**src/rtl/mem_port_arbiter.sv**
```systemverilog
// rtl/mem_port_arbiter.sv - round-robin arbiter sharing one AXI4-Lite master port among N_REQ requesters
// Optional ARB_RANGE_CHECK_EN: out-of-range addresses complete locally with REQ_ERR and no bus activity.
module mem_port_arbiter #(
  parameter int N_REQ        = 2,
  parameter int AXI_AWIDTH   = 32,
  parameter int AXI_DWIDTH   = 32,
  parameter int INT_MEM_SIZE = 65536*8
) (
  input  logic                            CLK,
  input  logic                            NRST,
  input  logic [N_REQ-1:0]                REQ_VALID,
  input  logic [N_REQ-1:0]                REQ_WE,
  input  logic [N_REQ*AXI_AWIDTH-1:0]     REQ_ADDR,
  input  logic [N_REQ*AXI_DWIDTH-1:0]     REQ_WDATA,
  input  logic [N_REQ*AXI_DWIDTH/8-1:0]   REQ_WSTRB,
  output logic [N_REQ-1:0]                REQ_DONE,
  output logic [AXI_DWIDTH-1:0]           REQ_RDATA,
  output logic                            REQ_ERR,
  output logic [AXI_AWIDTH-1:0]           M_AWADDR,
  output logic                            M_AWVALID,
  input  logic                            M_AWREADY,
  output logic [AXI_DWIDTH-1:0]           M_WDATA,
  output logic [AXI_DWIDTH/8-1:0]         M_WSTRB,
  output logic                            M_WVALID,
  input  logic                            M_WREADY,
  input  logic [1:0]                      M_BRESP,
  input  logic                            M_BVALID,
  output logic                            M_BREADY,
  output logic [AXI_AWIDTH-1:0]           M_ARADDR,
  output logic                            M_ARVALID,
  input  logic                            M_ARREADY,
  input  logic [AXI_DWIDTH-1:0]           M_RDATA,
  input  logic [1:0]                      M_RRESP,
  input  logic                            M_RVALID,
  output logic                            M_RREADY
);
  localparam int PW  = $clog2(N_REQ);
  localparam int PW1 = PW + 1;
  localparam int SW  = AXI_DWIDTH / 8;

  typedef enum logic [2:0] {S_IDLE, S_AR, S_R, S_AWW, S_B, S_RSP} state_t;

  state_t                  r_state, w_next;
  logic [PW-1:0]           r_ptr, r_grant;
  logic [AXI_AWIDTH-1:0]   r_addr;
  logic [AXI_DWIDTH-1:0]   r_wdata, r_rdata;
  logic [SW-1:0]           r_wstrb;
  logic                    r_err, r_awvalid, r_wvalid;

  logic [2*N_REQ-1:0]      w_valid_dbl;
  logic [N_REQ-1:0]        w_valid_rot;
  logic [PW1-1:0]          w_off, w_sum;
  logic [PW-1:0]           w_gnt_idx;
  logic                    w_found, w_sel_we, w_out_of_range, w_reject, w_aw_done, w_w_done;
  logic [AXI_AWIDTH-1:0]   w_sel_addr;
  logic [AXI_DWIDTH-1:0]   w_sel_wdata;
  logic [SW-1:0]           w_sel_wstrb;
  logic                    w_unused;

  // Rotate the request vector so bit 0 is the pointer position, then take the lowest set bit.
  assign w_valid_dbl = {REQ_VALID, REQ_VALID};
  assign w_valid_rot = w_valid_dbl[r_ptr +: N_REQ];

  always_comb begin
    w_found = 1'b0;
    w_off   = '0;
    for (int i = N_REQ - 1; i >= 0; i--) begin
      if (w_valid_rot[i]) begin
        w_found = 1'b1;
        w_off   = PW1'(i);
      end
    end
  end

  assign w_sum       = {1'b0, r_ptr} + w_off;
  assign w_gnt_idx   = (w_sum >= PW1'(N_REQ)) ? PW'(w_sum - PW1'(N_REQ)) : PW'(w_sum);
  assign w_sel_we    = REQ_WE[w_gnt_idx];
  assign w_sel_addr  = REQ_ADDR[w_gnt_idx*AXI_AWIDTH +: AXI_AWIDTH];
  assign w_sel_wdata = REQ_WDATA[w_gnt_idx*AXI_DWIDTH +: AXI_DWIDTH];
  assign w_sel_wstrb = REQ_WSTRB[w_gnt_idx*SW +: SW];
  assign w_out_of_range = (64'(w_sel_addr) >= 64'(INT_MEM_SIZE));

`ifdef ARB_RANGE_CHECK_EN
  assign w_reject = w_out_of_range;
  assign w_unused = ^{M_RRESP[0], M_BRESP[0]};
`else
  assign w_reject = 1'b0;
  assign w_unused = ^{M_RRESP[0], M_BRESP[0], w_out_of_range};
`endif

  assign w_aw_done = !r_awvalid || M_AWREADY;
  assign w_w_done  = !r_wvalid  || M_WREADY;

  always_ff @(posedge CLK or negedge NRST) begin
    if (!NRST) r_state <= S_IDLE;
    else       r_state <= w_next;
  end

  always_comb begin
    w_next    = r_state;
    REQ_DONE  = '0;
    M_ARVALID = 1'b0;
    M_RREADY  = 1'b0;
    M_BREADY  = 1'b0;
    case (r_state)
      S_IDLE: if (w_found) w_next = w_reject ? S_RSP : (w_sel_we ? S_AWW : S_AR);
      S_AR: begin
        M_ARVALID = 1'b1;
        if (M_ARREADY) w_next = S_R;
      end
      S_R: begin
        M_RREADY = 1'b1;
        if (M_RVALID) w_next = S_RSP;
      end
      S_AWW: if (w_aw_done && w_w_done) w_next = S_B;
      S_B: begin
        M_BREADY = 1'b1;
        if (M_BVALID) w_next = S_RSP;
      end
      S_RSP: begin
        REQ_DONE[r_grant] = 1'b1;
        w_next = S_IDLE;
      end
      default: w_next = S_IDLE;
    endcase
  end

  always_ff @(posedge CLK or negedge NRST) begin
    if (!NRST) begin
      r_ptr     <= '0;
      r_grant   <= '0;
      r_addr    <= '0;
      r_wdata   <= '0;
      r_wstrb   <= '0;
      r_rdata   <= '0;
      r_err     <= 1'b0;
      r_awvalid <= 1'b0;
      r_wvalid  <= 1'b0;
    end else begin
      case (r_state)
        S_IDLE: if (w_found) begin
          r_grant   <= w_gnt_idx;
          r_addr    <= w_sel_addr;
          r_wdata   <= w_sel_wdata;
          r_wstrb   <= w_sel_wstrb;
          r_rdata   <= '0;
          r_err     <= w_reject;
          r_awvalid <= w_sel_we && !w_reject;
          r_wvalid  <= w_sel_we && !w_reject;
        end
        S_R: if (M_RVALID) begin
          r_rdata <= M_RDATA;
          r_err   <= M_RRESP[1];
        end
        S_AWW: begin
          if (M_AWREADY) r_awvalid <= 1'b0;
          if (M_WREADY)  r_wvalid  <= 1'b0;
        end
        S_B: if (M_BVALID) begin
          r_rdata <= '0;
          r_err   <= M_BRESP[1];
        end
        S_RSP: r_ptr <= (r_grant == PW'(N_REQ - 1)) ? '0 : r_grant + 1'b1;
        default: ;
      endcase
    end
  end

  assign M_AWADDR  = r_addr;
  assign M_ARADDR  = r_addr;
  assign M_WDATA   = r_wdata;
  assign M_WSTRB   = r_wstrb;
  assign M_AWVALID = r_awvalid;
  assign M_WVALID  = r_wvalid;
  assign REQ_RDATA = r_rdata;
  assign REQ_ERR   = r_err;
endmodule

```
**config.mk**
```make
export PLATFORM = sky130hd
export DESIGN_NAME = mem_port_arbiter
export DESIGN_NICKNAME = d
export VERILOG_FILES = /design/src/rtl/mem_port_arbiter.sv
export SDC_FILE = /design/constraint.sdc
export NUM_CORES = 1
export LEC_CHECK = 0
export BUFFER_PORTS_ARGS = -buffer_cell sky130_fd_sc_hd__buf_2
export CORE_AREA = 3 3 124 126
export DETAILED_ROUTE_END_ITERATION = 12
export DIE_AREA = 0 0 127 129
export HOLD_SLACK_MARGIN = 0.05
export PLACE_DENSITY = 0.78
export SETUP_SLACK_MARGIN = 0.1
export SLEW_MARGIN = 20
export SYNTH_ARGS = -nofsm -noshare
export SYNTH_HDL_FRONTEND = slang
export SYNTH_SLANG_ARGS = --single-unit
```
**constraint.sdc**
```tcl
create_clock -name CLK -period 2.6 [get_ports CLK]
set_input_delay 0 -clock CLK [delete_from_list [all_inputs] [get_ports CLK]]
set_output_delay 0 -clock CLK [all_outputs]
set_load 0.03 [all_outputs]
```
==> impl_metrics.py <==
metrics = {
    "placement": {
        "routabilityCongestion": 0.797,
        "place_inst": 975,
        "place_hpwl_um": 11100,
        "place_ws_ns": 0.681,
        "portBuffers": 320,
    },
    "yosys": {
        "yosysSeqAreaShare": 0.507,
        "synth_cells": 525,
        "ys_top_cells_by_count": "dfrtp_1, nand2_1, mux2i_1",
        "synth_top_area_share": 0.507,
        "synth_nets": 708,
        "netlist_area_sq_um": 5330,
        "synth-edff-count": 0,
        "synth_flop_cell": "dfrtp_1",
        "synthMostInstantiatedCell": "dfrtp_1",
        "ys_ff_latch": 108,
        "ys_types": 39,
        "ys_async_sr_fraction": 1.00,
        "yosysWarnings": 0,
        "syn_avg_cell_area_sq_um": 10.2,
        "synth_largest_area_cell": "dfrtp_1",
        "synth_area_leaders": "dfrtp_1, mux2i_1, nand2_1",
    },
    "timing": {
        "relSlewSlack": 0.479,
        "rsz0062_at_grt": "false",
        "skew_ns": 0.00777,
        "whs_ns": 0.0746,
        "min_period_over_period": 0.910,
        "fin_tns_setup_ns": 0,
        "worstMarginPinSlew_ns": 0.782,
        "finalSetupViolations": 0,
        "finalCriticalPeriod_ns": 2.37,
        "setup_ws_ns": 0.234,
        "fmax_ghz": 0.423,
        "finalMaxSlewViolations": 0,
        "hold_viol_final": 0,
    },
    "floorplan": {
        "dieArea_sq_um": 16400,
        "initial_utilization": 0.370,
        "dieWidth_um": 127,
        "io_pins": 323,
        "rows": 44,
        "dieHeight_um": 129,
        "coreArea_sq_um": 14400,
    },
    "critical_path": {
        "worst-path-max-fanout": 13,
        "max_stage_delay_ns": 0.63,
        "path_class": "flop to flop",
        "worstSetupStartpointType": "flop",
        "path_cells": "nand2_2, nand2_8, buf_4, mux2i_1, dlygate4sd3_1, o21ai_0",
        "cp.arrival_ns": 2.54,
        "crit_slowest_cell": "dlygate4sd3_1",
        "end_kind": "flop",
        "crit_required_ns": 2.78,
    },
    "drt": {
        "dr.pass1.iters": 4,
        "drtIter0Drc": 345,
        "drcViolationCount": 0,
        "detail-route-antenna-nets": 0,
        "vias_per_cell": 4.84,
        "vias": 5646,
        "routed_wl_um": 19100,
        "wl_per_cell_um": 16.4,
    },
    "status": {
        "status": "completed",
    },
    "layout": {
        "nFillCells": 1089,
        "postLayoutCoreUtil": 0.622,
        "drive_above_1_share": 0.360,
        "num-nets-final": 1162,
        "final_cells": 1166,
        "synthToLayoutAreaGrowth_pct": 68.3,
        "antenna_cells": 0,
    },
    "power": {
        "ir_worst_vdd_mv": 0.546,
        "p_leak_uw": 0.00487,
        "powerDensity_nw_per_um2": 1200,
    },
    "cts": {
        "clk_pin_slew_ns": 0.07,
        "cts_tree": "done",
        "clk_latency_ns": 0.34,
        "numCtsBuffers": 9,
        "clockBufferDepth": 2,
        "clock-root-buffer": "clkbuf_16",
        "cts_sinks": 108,
        "h-tree-depth": 3,
    },
    "global_routing": {
        "grt_pass1_vias": 5905,
        "grtUsageTotal": 0.228,
        "globalRoute.totalOverflow": 0,
        "grt_pass1_wl_um": 29600,
        "grt_max_degree": 95,
        "antenna_found_initial": 1,
    },
    "worst_hold_path": {
        "hp-class": "input port to flop",
    },
    "run": {
        "cap_violations": 0,
    },
}
## power breakdown
group | total (uW) | internal (uW) | switching, uW | leakage, uW
clock network | 1560 | 959 | 598 | 0.000165
registers | 3040 | 2500 | 548 | 0.00138
logic | 6130 | 2060 | 4070 | 0.00332
total | 10700 | 5520 | 5220 | 0.00487
## state kept, by name (all words and copies together) (netlist names)
signal	count
M_WSTRB	4
M_AWVALID	1
r_state	3
M_WDATA	32
M_WVALID	1
r_grant	1
M_ARADDR	32
r_ptr	1
REQ_ERR	1
REQ_RDATA	32
## timing repair
action / in CTS / in global routing
gates resized for setup: 0 / 4
hold buffers: 176 / 0
setup endpoints to repair: 0 / 11
hold endpoints to repair: 158 / 0
buffers inserted: 0 / 0
## cells in the final DEF, fill, tap and decap left out, types with 2 or more instances in the layout
cell and instances:
clkbuf_16 9, buf_12 3, and2_1 2, o21ai_0 55, buf_4 8, a21oi_1 5, mux2i_1 100, bufinv_16 3
inv_1 33, buf_2 319, nor2b_1 4, nand3_1 3, nand2_1 103, o21ai_1 16, nand2b_1 3, o22ai_1 2
a31o_2 2, dfrtp_1 108, dlygate4sd3_1 176, nor2_1 4, or3_1 2
## per-layer routing
layer  wire, um  vias up  share of wire  track usage
li1           -     2631              -            -
met1       7100     2657           0.37        0.258
met2       9960      299           0.52        0.404
met3       1360       57          0.071       0.0502
met4        703        2          0.037        0.115
met5         13        -        0.00068            0
## through the flow
step	total power, uW	area, sq um
2_1_floorplan	7320	5330
3_3_place_gp	8480	6840
3_5_place_dp	8610	6840
4_1_cts	10600	8940
5_1_grt	11400	8970
6_report	10700	8970
## worst paths after layout
kind                               start     endpoint  slack, ns  depth (start not counted)
hold / removal             REQ_WDATA[38]   M_WDATA[6]       0.07                          3
setup / recovery                   r_ptr  M_WDATA[30]       0.23                          6
max in group asynchronous           NRST   M_WSTRB[1]       1.63                          3
setup reg to reg                   r_ptr  M_WDATA[30]       0.23                          6
min in group asynchronous           NRST  M_WDATA[10]       0.22                          2
hold reg to reg              M_WDATA[14]  M_WDATA[14]       0.48                          2
## layout make-up
cell class / instances / area (sq um) / share of cell area
Timing Repair Buffer: 506 / 3480 / 0.388
Inverter: 33 / 124 / 0.0138
Clock buffer: 10 / 239 / 0.0266
Sequential cell: 108 / 2700 / 0.301
Tap cell: 184 / 230 / 0.0257
Multi-Input combinational cell: 321 / 2100 / 0.234
Clock inverter: 4 / 98.8 / 0.0110
## critical path, delay by kind of cell (launching register included)
kind / cells / cell delay (ns)
buf+inv: 2 / 0.88
flops: 1 / 0.47
simple gates: 2 / 0.43
mux: 1 / 0.29
compound gates: 1 / 0.11
## logic make-up (layout without fill, tap and decap cells)
| kind of cell | Yosys count | in the layout | synth area share |
|---|---|---|---|
| AND/OR/NAND/NOR | 128 | 129 | 0.0991 |
| flip-flops | 108 | 108 | 0.507 |
| multiplexers | 101 | 101 | 0.190 |
| buffers and inverters | 97 | 553 | 0.110 |
| AO/OA/AOI/OAI | 91 | 91 | 0.0937 |
(Power assumes the default switching activity.)
